==> src/rtl/pipe_pkg.sv <==
// Shared definitions for pipeline-stage registers: state encoding, RV32 NOP constant
// and the flush drop-amount helper.
package pipe_pkg;

  localparam logic [1:0] ST_EMPTY = 2'd0;
  localparam logic [1:0] ST_FULL  = 2'd1;
  localparam logic [1:0] ST_SKID  = 2'd2;

  localparam logic [31:0] RV_NOP = 32'h0000_0013;

  typedef enum logic [1:0] {
    S_EMPTY = ST_EMPTY,
    S_FULL  = ST_FULL,
    S_SKID  = ST_SKID
  } stage_state_t;

  // Beats lost on a flush: an unsent main entry, a held skid entry, and a same-cycle accept.
  function automatic logic [1:0] drop_amount(input logic main_v, input logic send,
                                             input logic skid_v, input logic accept);
    return {1'b0, main_v & ~send} + {1'b0, skid_v} + {1'b0, accept};
  endfunction

endpackage

==> src/rtl/pipe_stage_skid_reg_sat_counter.sv <==
// Saturating up-counter that adds 0..3 per cycle and sticks at all-ones.
module sat_counter #(
  parameter int WIDTH = 8
) (
  input  logic             clk,
  input  logic             reset_n,
  input  logic [1:0]       inc,
  output logic [WIDTH-1:0] count
);

  logic [WIDTH-1:0] r_count;
  logic [WIDTH:0]   w_sum;

  // One extra bit catches any overflow past all-ones.
  assign w_sum = {1'b0, r_count} + (WIDTH+1)'(inc);

  always_ff @(posedge clk) begin
    if (!reset_n) begin
      r_count <= '0;
    end else if (w_sum[WIDTH]) begin
      r_count <= '1;
    end else begin
      r_count <= w_sum[WIDTH-1:0];
    end
  end

  assign count = r_count;

endmodule

==> src/rtl/pipe_stage_skid_reg.sv <==
// Pipeline-stage register with valid/ready handshake, 2-entry skid buffer, registered
// in_ready, flush-to-bubble and a saturating count of flushed beats.
module pipe_stage_skid_reg
  import pipe_pkg::*;
#(
  parameter int                 DATA_W     = 64,
  parameter logic [DATA_W-1:0]  BUBBLE_VAL = '0,
  parameter int                 CNT_W      = 8
) (
  input  logic              clk,
  input  logic              reset_n,
  input  logic              flush,
  input  logic              in_valid,
  output logic              in_ready,
  input  logic [DATA_W-1:0] in_data,
  output logic              out_valid,
  input  logic              out_ready,
  output logic [DATA_W-1:0] out_data,
  output logic [CNT_W-1:0]  drop_cnt
);

  stage_state_t      r_state, w_state_next;
  logic [DATA_W-1:0] r_main, w_main_next;
  logic [DATA_W-1:0] r_skid, w_skid_next;
  logic              r_in_ready;
  logic              w_accept, w_send, w_skid_valid;
  logic [1:0]        w_drop_inc;

  assign out_valid    = (r_state != S_EMPTY);
  assign w_skid_valid = (r_state == S_SKID);
  assign w_accept     = in_valid & r_in_ready;
  assign w_send       = out_valid & out_ready;

  always_comb begin
    w_state_next = r_state;
    w_main_next  = r_main;
    w_skid_next  = r_skid;
    w_drop_inc   = 2'd0;
    if (flush) begin
      w_state_next = S_EMPTY;
      w_drop_inc   = drop_amount(out_valid, w_send, w_skid_valid, w_accept);
    end else begin
      case (r_state)
        S_EMPTY: begin
          if (w_accept) begin
            w_state_next = S_FULL;
            w_main_next  = in_data;
          end
        end
        S_FULL: begin
          if (w_accept && w_send) begin
            w_main_next = in_data;
          end else if (w_send) begin
            w_state_next = S_EMPTY;
          end else if (w_accept) begin
            w_state_next = S_SKID;
            w_skid_next  = in_data;
          end
        end
        S_SKID: begin
          if (w_send) begin
            w_state_next = S_FULL;
            w_main_next  = r_skid;
            w_skid_next  = BUBBLE_VAL;
          end
        end
        default: w_state_next = S_EMPTY;
      endcase
    end
  end

  always_ff @(posedge clk) begin
    if (!reset_n) begin
      r_state    <= S_EMPTY;
      r_main     <= BUBBLE_VAL;
      r_skid     <= BUBBLE_VAL;
      r_in_ready <= 1'b0;
    end else begin
      r_state    <= w_state_next;
      r_main     <= w_main_next;
      r_skid     <= w_skid_next;
      // Ready for next cycle exactly when the skid entry will be free.
      r_in_ready <= (w_state_next != S_SKID);
    end
  end

  sat_counter #(.WIDTH(CNT_W)) u_drop_cnt (
    .clk     (clk),
    .reset_n (reset_n),
    .inc     (w_drop_inc),
    .count   (drop_cnt)
  );

  assign in_ready = r_in_ready;
  assign out_data = out_valid ? r_main : BUBBLE_VAL;

endmodule
==> config.mk <==
export PLATFORM = sky130hd
export DESIGN_NAME = pipe_stage_skid_reg
export DESIGN_NICKNAME = d
export VERILOG_FILES = /design/src/rtl/pipe_pkg.sv /design/src/rtl/pipe_stage_skid_reg_sat_counter.sv /design/src/rtl/pipe_stage_skid_reg.sv
export SDC_FILE = /design/constraint.sdc
export NUM_CORES = 1
export LEC_CHECK = 0
export CAP_MARGIN = 20
export CORE_ASPECT_RATIO = 1.1
export CORE_MARGIN = 2
export CORE_UTILIZATION = 51
export CTS_BUF_LIST = sky130_fd_sc_hd__clkbuf_16
export CTS_CLUSTER_DIAMETER = 200
export CTS_CLUSTER_SIZE = 28
export DETAILED_ROUTE_END_ITERATION = 12
export GPL_TIMING_DRIVEN = 0
export HOLD_SLACK_MARGIN = 0.05
export PLACE_DENSITY = 0.81
export SLEW_MARGIN = 20
export SYNTH_ARGS = -nofsm -noshare
export SYNTH_HDL_FRONTEND = slang
export SYNTH_SLANG_ARGS = --single-unit
==> constraint.sdc <==
create_clock -name clk -period 3.7 [get_ports clk]
set_input_delay 0.555 -clock clk [delete_from_list [all_inputs] [get_ports clk]]
set_output_delay 0.555 -clock clk [all_outputs]
set_load 0.05 [all_outputs]
Word level (Yosys, flattened, before mapping)
Index checks and enable logic that the tools add are counted.
{ "op_classes": {"n_bitwise": 5, "muxes": 18, "n_addsub": 3, "n_reduce_logical": 7, "n_eq_ne": 9} }
{ "op_table": {"columns": ["op", "n"], "rows": [
  ["two-way mux 64 bit", 7],
  ["one-hot mux 64 bit (3 select lines)", 1],
  ["one-hot mux 64 bit (2 select lines)", 1],
  ["two-way mux 2 bit", 7],
  ["!= test 2 bit (second input constant)", 7],
  ["adder 8 x 2 -> 9 bit", 1],
  ["two-way mux 8 bit", 1],
  ["one-hot mux 2 bit (3 select lines)", 1],
  ["AND reduction 6 bit", 1],
  ["AND reduction 5 bit", 1],
  ["nonzero test 2 bit", 2],
  ["bitwise AND 1 bit", 3],
  ["nonzero test 3 bit", 1],
  ["adder 1 x 1 -> 2 bit", 1],
  ["adder 2 x 1 -> 2 bit", 1],
  ["== test 2 x 1 -> 1 bit (second input constant)", 1],
  ["== test 2 bit (second input constant)", 1],
  ["logical NOT 2 bit", 1],
  ["NOT 1 bit", 2],
  ["logical AND 1 bit", 1]
]} }
{ "word_totals": {"inputBits": 69, "regBits": 139, "out_inout_bits": 74} }

Depth between registers and ports, before layout
Gate-level depths: netlist of run 1.
{ "logic_depth": {"ltp_word": 9, "mapped_depth": 11} }

Cells and area by module
A second synthesis of run 1 with hierarchy kept.
{ "hier_totals": {"hier_cells": 784, "area_unflattened_um2": 6292.3} }
{ "modules_own_cells": {"columns": ["mod", "instances", "area_each_um2", "cells_each", "seq_area_each_um2"], "rows": [
  ["pipe_stage_skid_reg", 1, 5874.4, 740, 2622.5],
  ["sat_counter", 1, 417.9, 44, 160.2]
]} }

Worst setup path before layout of run 1
Ideal clock, no wire load.
{ "synth_path": {"path_kind": "reg2reg", "startpoint": "register r_in_ready (netlist: in_ready)", "endpoint": "register u_drop_cnt.r_count[6] (netlist: u_drop_cnt.count[6])", "period_less_slack_ns": 2.609, "slack_ns": 1.091, "arrival_time_ns": 2.519, "t_required_ns": 3.609, "path_buffers": 0, "setup_time_ns": 0.091, "stages_incl_launch_ff": 10, "cell_sequence": "dfxtp_1 nand2_1 fa_1 nor2_1 ha_1 inv_1 fa_1 nor2_1 a21oi_1 a311oi_1"} }
{ "synth_between": {"elab_chain_cells": 5} }
{ "synth_lines": {"columns": ["element", "line_no", "rtl"], "rows": [
  ["start, declared", "pipe_stage_skid_reg.sv:25", "logic r_in_ready;"],
  ["start signal, assigned", "pipe_stage_skid_reg.sv:83", "r_in_ready <= (w_state_next != S_SKID);"],
  ["bitwise AND 1 bit", "pipe_stage_skid_reg.sv:31", "assign w_accept = in_valid & r_in_ready;"],
  ["adder 2 x 1 -> 2 bit", "pipe_pkg.sv:20", "return {1'b0, main_v & ~send} + {1'b0, skid_v} + {1'b0, accept};"],
  ["two-way mux 2 bit", "pipe_stage_skid_reg.sv:39", "if (flush) begin"],
  ["adder 8 x 2 -> 9 bit", "pipe_stage_skid_reg_sat_counter.sv:15", "assign w_sum = {1'b0, r_count} + (WIDTH+1)'(inc);"],
  ["two-way mux 8 bit", "pipe_stage_skid_reg_sat_counter.sv:20", "end else if (w_sum[WIDTH]) begin"],
  ["end signal, assigned", "pipe_stage_skid_reg_sat_counter.sv:23", "r_count <= w_sum[WIDTH-1:0];"],
  ["end, declared", "pipe_stage_skid_reg_sat_counter.sv:11", "logic [WIDTH-1:0] r_count;"]
]} }
Every way passes these cells.
A chain may end at the register's enable or synchronous reset.

Worst setup path in the final report of run 1
{ "layout_path": {"startpoint": "register r_state[1]", "endpoint": "output out_data[45]"} }
{ "layout_between": {"elab_chain_cells": 2} }
{ "layout_lines": {"columns": ["element", "line_no", "rtl"], "rows": [
  ["start, declared", "pipe_stage_skid_reg.sv:22", "stage_state_t r_state, w_state_next;"],
  ["start signal, assigned", "pipe_stage_skid_reg.sv:79", "r_state <= w_state_next;"],
  ["nonzero test 2 bit", "pipe_stage_skid_reg.sv:29", "assign out_valid = (r_state != S_EMPTY);"],
  ["two-way mux 64 bit", "pipe_stage_skid_reg.sv:95", "assign out_data = out_valid ? r_main : BUBBLE_VAL;"],
  ["end, declared", "pipe_stage_skid_reg.sv:18", "output logic [DATA_W-1:0] out_data,"]
]} }
Every way passes these cells.

==> out/qor.yml, run 1 <==
synth-seq-cells: 139
portBuffers: 141
hold_viol: 0
synthDistinctLibCells: 33
start_util_pct: 52.7
ys.flop_type: "dfxtp_1"
hold_class: "flop to flop"
fin_cells: 1039
via_per_inst: 5.54
cp_cell_sequence: "or2_2, clkbuf_1, clkbuf_1, and2_1, clkdlybuf4s50_1"
grtUsageMet3_pct: 5.99
async_flop_share_pct: 0
syn_area_sq_um: 6400
syn2layout_area_growth_pct: 34.9
rsz0062_at_grt: "false"
startpoint_type: "flop"
setup-violations-final: 0
drv_cap: 0
clockBufferDepth: 2
avgSynthCellArea_sq_um: 8.99
end_kind: "primary output"
power_leakage_nw: 3.58
hold_buffers: 0
drv_slew: 0
arrival_ns: 2.95
worst_slack_ns: 0.197
fin_nets: 945
grt_pass1_wl_um: 28000
ant_nets: 0
fmax_mhz: 285
skew_ns: 0.00723
ys_warn_count: 0
slew_headroom_pct: 50.5
grt_pass1_vias: 5781
met1_usage_pct: 31.7
place_ws_ns: 0.558
cts_root_buf: "clkbuf_16"
drc: 0
cp_top_family: "buffers and inverters"
fillCellCount: 939
cp_slowest_stage_delay_ns: 0.81
dr_total_vias: 5758
core_sq_um: 12100
busiest_layer: "met2"
drt_iter0_drc: 305
grt-ovfl-total: 0
syn_inst: 712
die-area_sq_um: 13500
first_pass_iters: 7
tightest_slew_ns: 0.742
grt.total_usage_pct: 25.6
clock_latency_ns: 0.42
antenna_found_initial: 0
ir_drop_mv: 0.268
regArea_sq_um: 2780
multiInputGateArea_sq_um: 3290
yosysSeqAreaShare_pct: 43.5
met2_usage_pct: 43.9
antenna-diode-count: 0
clk_pin_slew_worst_paths_ns: 0.06
fin_crit_sh_pct: 94.7
cp_max_fo: 10
path_class: "flop to primary output"
post-cts-setup-buffer-count: 0
dpl.hpwl_um: 12000
final_common_cell: "clkdlybuf4s50_1"
synth_nets: 785
cts_buffers: 17
power.density_nw_per_um2: 434
critPathSlowestCell: "clkdlybuf4s50_1"
cts_htree_levels: 4
die_h_um: 122
cpMostUsedCell: "clkbuf_1"
row_count: 42
cts.sinks: 139
layout_common_cells: "clkdlybuf4s50_1, dfxtp_1, nand2_1"
worstPathRequired_ns: 3.14
fin_tns_setup_ns: 0
synth-edff-count: 0
drt_wl_total_um: 17300
place.gp.congestion: 0.806
status: "finished clean"
holdWs_ns: 0.469
routedWlPerCell_um: 16.7
grt_max_degree: 17
min_period_ns: 3.50
cts_tree: "done"
cts.repair.resized: 0
drive_above_1_share_pct: 13.2
cp_num_buf_inv: 3
dp_cells: 1007
fp.dieW_um: 111
rrSetupSlack_ns: 0.58
pin_count: 143
-- sequential cells by signal (all words and copies together) (netlist names) --
signal            flops
r_main               64
in_ready              1
u_drop_cnt.count      8
r_state               2
r_skid               64
-- path summary, 6_finish.rpt --
path               from                  end  cells past startpoint
max          r_state[1]         out_data[45]                      5
min          r_skid[26]           r_skid[26]                      2
max reg2reg  r_state[1]  u_drop_cnt.count[1]                     11
min reg2reg  r_skid[26]           r_skid[26]                      2
-- tightest hold or removal path: stages (launching register included) --
cell and delay (ns):
dfxtp_1 0.31, nand2_1 0.05, o22ai_1 0.06
-- routing by layer --
layer | up-vias | part of all wire, %
met5 | - | 0
met4 | 0 | 2.2
met3 | 38 | 6.0
met2 | 213 | 49
met1 | 2731 | 43
li1 | 2776 | -
-- Yosys cell counts, types with 2 or more instances --
cell,n,area (sq um)
dfxtp_1,139,2780
nand2_1,135,507
nor2_1,73,274
and2_1,65,407
mux2i_1,65,651
o22ai_1,64,400
a211oi_2,56,701
clkbuf_1,33,124
buf_2,15,75.1
buf_4,14,105
a211oi_1,8,60.1
a21oi_1,7,35.0
inv_1,5,18.8
nand2b_1,3,18.8
nor2b_1,3,18.8
o21ai_0,3,15.0
fa_1,2,40.0
ha_1,2,25.0
inv_2,2,7.51
nand3_1,2,10.0
nand3b_1,2,15.0
nor3_1,2,10.0
o211a_1,2,20.0
-- metrics by stage --
step                area, sq um  util (%)  power (mW)
floorplan                  6400         -        1.80
global placement           8010      66.0        1.94
detailed placement         8010      66.0        1.95
CTS                        8640      71.2        3.76
global route               8640      71.2        3.86
finish                     8640      71.2        3.75
-- where the power goes --
group / total [mW] / internal [mW] / switching (mW)
sequential: 1.56 / 1.54 / 0.0203
combinational: 0.366 / 0.157 / 0.209
clock: 1.83 / 1.18 / 0.642
total: 3.75 / 2.88 / 0.872
-- kinds of logic after synthesis --
kind of cell    Yosys count  synth area share [%]
fa+ha+maj                 4                  1.02
buf+inv                  70                  5.22
mux                      65                  10.2
flops                   139                  43.5
xor+xnor                  2                 0.274
simple gates            289                  20.2
compound gates          143                  19.7
-- cell type report --
cell class	instances	share of cell area, %
plain buffers	63	3.56
clock buffers	17	4.92
clock inverters	15	2.40
inverters	7	0.304
multi-input cells	503	38.0
flip-flops and latches	139	32.2
well taps	154	2.23
repair buffers	141	16.3
Power figures use the tool's default switching activity.
==> run 2, diff against run 1 <==
PLACE_DENSITY = default   (was 0.81)
PLACE_DENSITY_LB_ADDON = 0.08   (was default)
==> out/qor.yml, run 2 (synthesized netlist as in run 1, its figures left out) <==
layout_common_cells: "clkdlybuf4s50_1, dfxtp_1, nand2_1"
fin_nets: 945
clock_latency_ns: 0.42
pwr-share-clk_pct: 48.0
grt_max_degree: 17
cts_root_buf: "clkbuf_16"
worst_slack_ns: 0.215
cts.sinks: 139
drv_cap: 0
fp.dieW_um: 111
cpMostUsedCell: "clkbuf_1"
grt_pass1_wl_um: 28000
clk_pin_slew_worst_paths_ns: 0.06
drc: 0
skew_ns: 0.00738
arrival_ns: 2.93
hold_viol: 0
drv_slew: 0
netSwitchingPower_mw: 0.879
pwr-share-comb_pct: 9.9
cts_buffers: 17
fmax_mhz: 287
swShare_pct: 23.8
grt.total_usage_pct: 25.6
row_count: 42
cts.repair.resized: 0
antenna_found_initial: 0
drt_wl_total_um: 17100
intPower_mw: 2.82
cts_tree: "done"
grt-ovfl-total: 0
cts_htree_levels: 4
power_leakage_nw: 3.56
fin_crit_sh_pct: 94.2
ant_nets: 0
antenna-diode-count: 0
post-cts-setup-buffer-count: 0
worstPathRequired_ns: 3.14
core_sq_um: 12100
place.gp.congestion: 0.818
fillCellCount: 949
status: "finished clean"
hold_class: "flop to flop"
startpoint_type: "flop"
dpl.hpwl_um: 11900
rsz0062_at_grt: "false"
final_common_cell: "clkdlybuf4s50_1"
path_class: "flop to primary output"
die-area_sq_um: 13500
drive_above_1_share_pct: 13.6
die_h_um: 122
cp_slowest_stage_delay_ns: 0.81
hold_buffers: 0
first_pass_iters: 5
drt_iter0_drc: 309
end_kind: "primary output"
ir_drop_mv: 0.305
setup-violations-final: 0
min_period_ns: 3.48
portBuffers: 141
power.density_nw_per_um2: 429
slew_headroom_pct: 48.5
syn2layout_area_growth_pct: 34.8
dr_total_vias: 5738
start_util_pct: 52.7
pin_count: 143
place_ws_ns: 0.517
cp_cell_sequence: "or2_2, clkbuf_1, clkbuf_1, and2_1, clkdlybuf4s50_1"
clockBufferDepth: 2
grt_pass1_vias: 5843
total_power_mw: 3.70
cp_max_fo: 10
via_per_inst: 5.52
tightest_slew_ns: 0.772
pwr-share-seq_pct: 42.1
fin_tns_setup_ns: 0
routedWlPerCell_um: 16.4
critPathSlowestCell: "clkdlybuf4s50_1"
## run 2: cell types whose count changed in the layout (fill, tap and decap cells not counted), sizes merged
| cell | previous run | this run |
|---|---|---|
| bufinv | 5 | 4 |
| clkinvlp | 2 | 3 |
| inv | 10 | 9 |
| clkinv | 5 | 6 |
## run 2: path summary, 6_finish.rpt
kind / from / endpoint / slack (ns) / depth (start not counted)
worst max-delay path: r_state[1] / out_data[46] / 0.22 / 5
worst min-delay path: r_skid[20] / r_skid[20] / 0.47 / 2
worst max register to register: r_state[1] / u_drop_cnt.count[6] / 0.50 / 11
worst min register to register: r_skid[20] / r_skid[20] / 0.47 / 2
## run 2: final cells by class
type / instances / area [sq um] / share of cell area [%]
Multi-Input combinational cell: 503 / 3290 / 38.1
Tap cell: 154 / 193 / 2.23
Clock buffer: 17 / 425 / 4.93
Inverter: 7 / 26.3 / 0.305
Timing Repair Buffer: 141 / 1410 / 16.4
Clock inverter: 15 / 196 / 2.28
Buffer: 63 / 308 / 3.57
Sequential cell: 139 / 2780 / 32.3
## run 2: power groups by stage
| stage | combinational [mW] | clock (mW) | sequential [mW] |
|---|---|---|---|
| 5_1_grt | 0.395 | 1.87 | 1.56 |
| 6_report | 0.365 | 1.78 | 1.56 |
| 4_1_cts | 0.367 | 1.79 | 1.56 |
| 3_3_place_gp | 0.353 | 0 | 1.59 |
| 2_1_floorplan | 0.208 | 0 | 1.59 |
| 3_5_place_dp | 0.363 | 0 | 1.59 |
## run 2: stage by stage
stage	instances	util, %	hold slack [ns]	instance area (sq um)
floorplan	712	-	0.446	6400
global placement	1007	66.0	0.453	8010
detailed placement	1007	66.0	0.457	8010
CTS	1039	71.1	0.468	8630
global route	1039	71.1	0.486	8630
finish	1039	71.1	0.466	8630
## run 2: per-layer routing
metal  vias up  global-route usage (%)  wire [um]
li1       2783                       -          -
met1      2769                    30.7       7320
met2       168                    45.8       8710
met3        18                    6.04        854
met4         0                    7.81        178
met5         -                       0          0
## run 2: critical path: cells and delay by family (launching register included)
family        cells  cell delay, ns
buf+inv           3            1.74
flops             1            0.42
simple gates      2            0.36
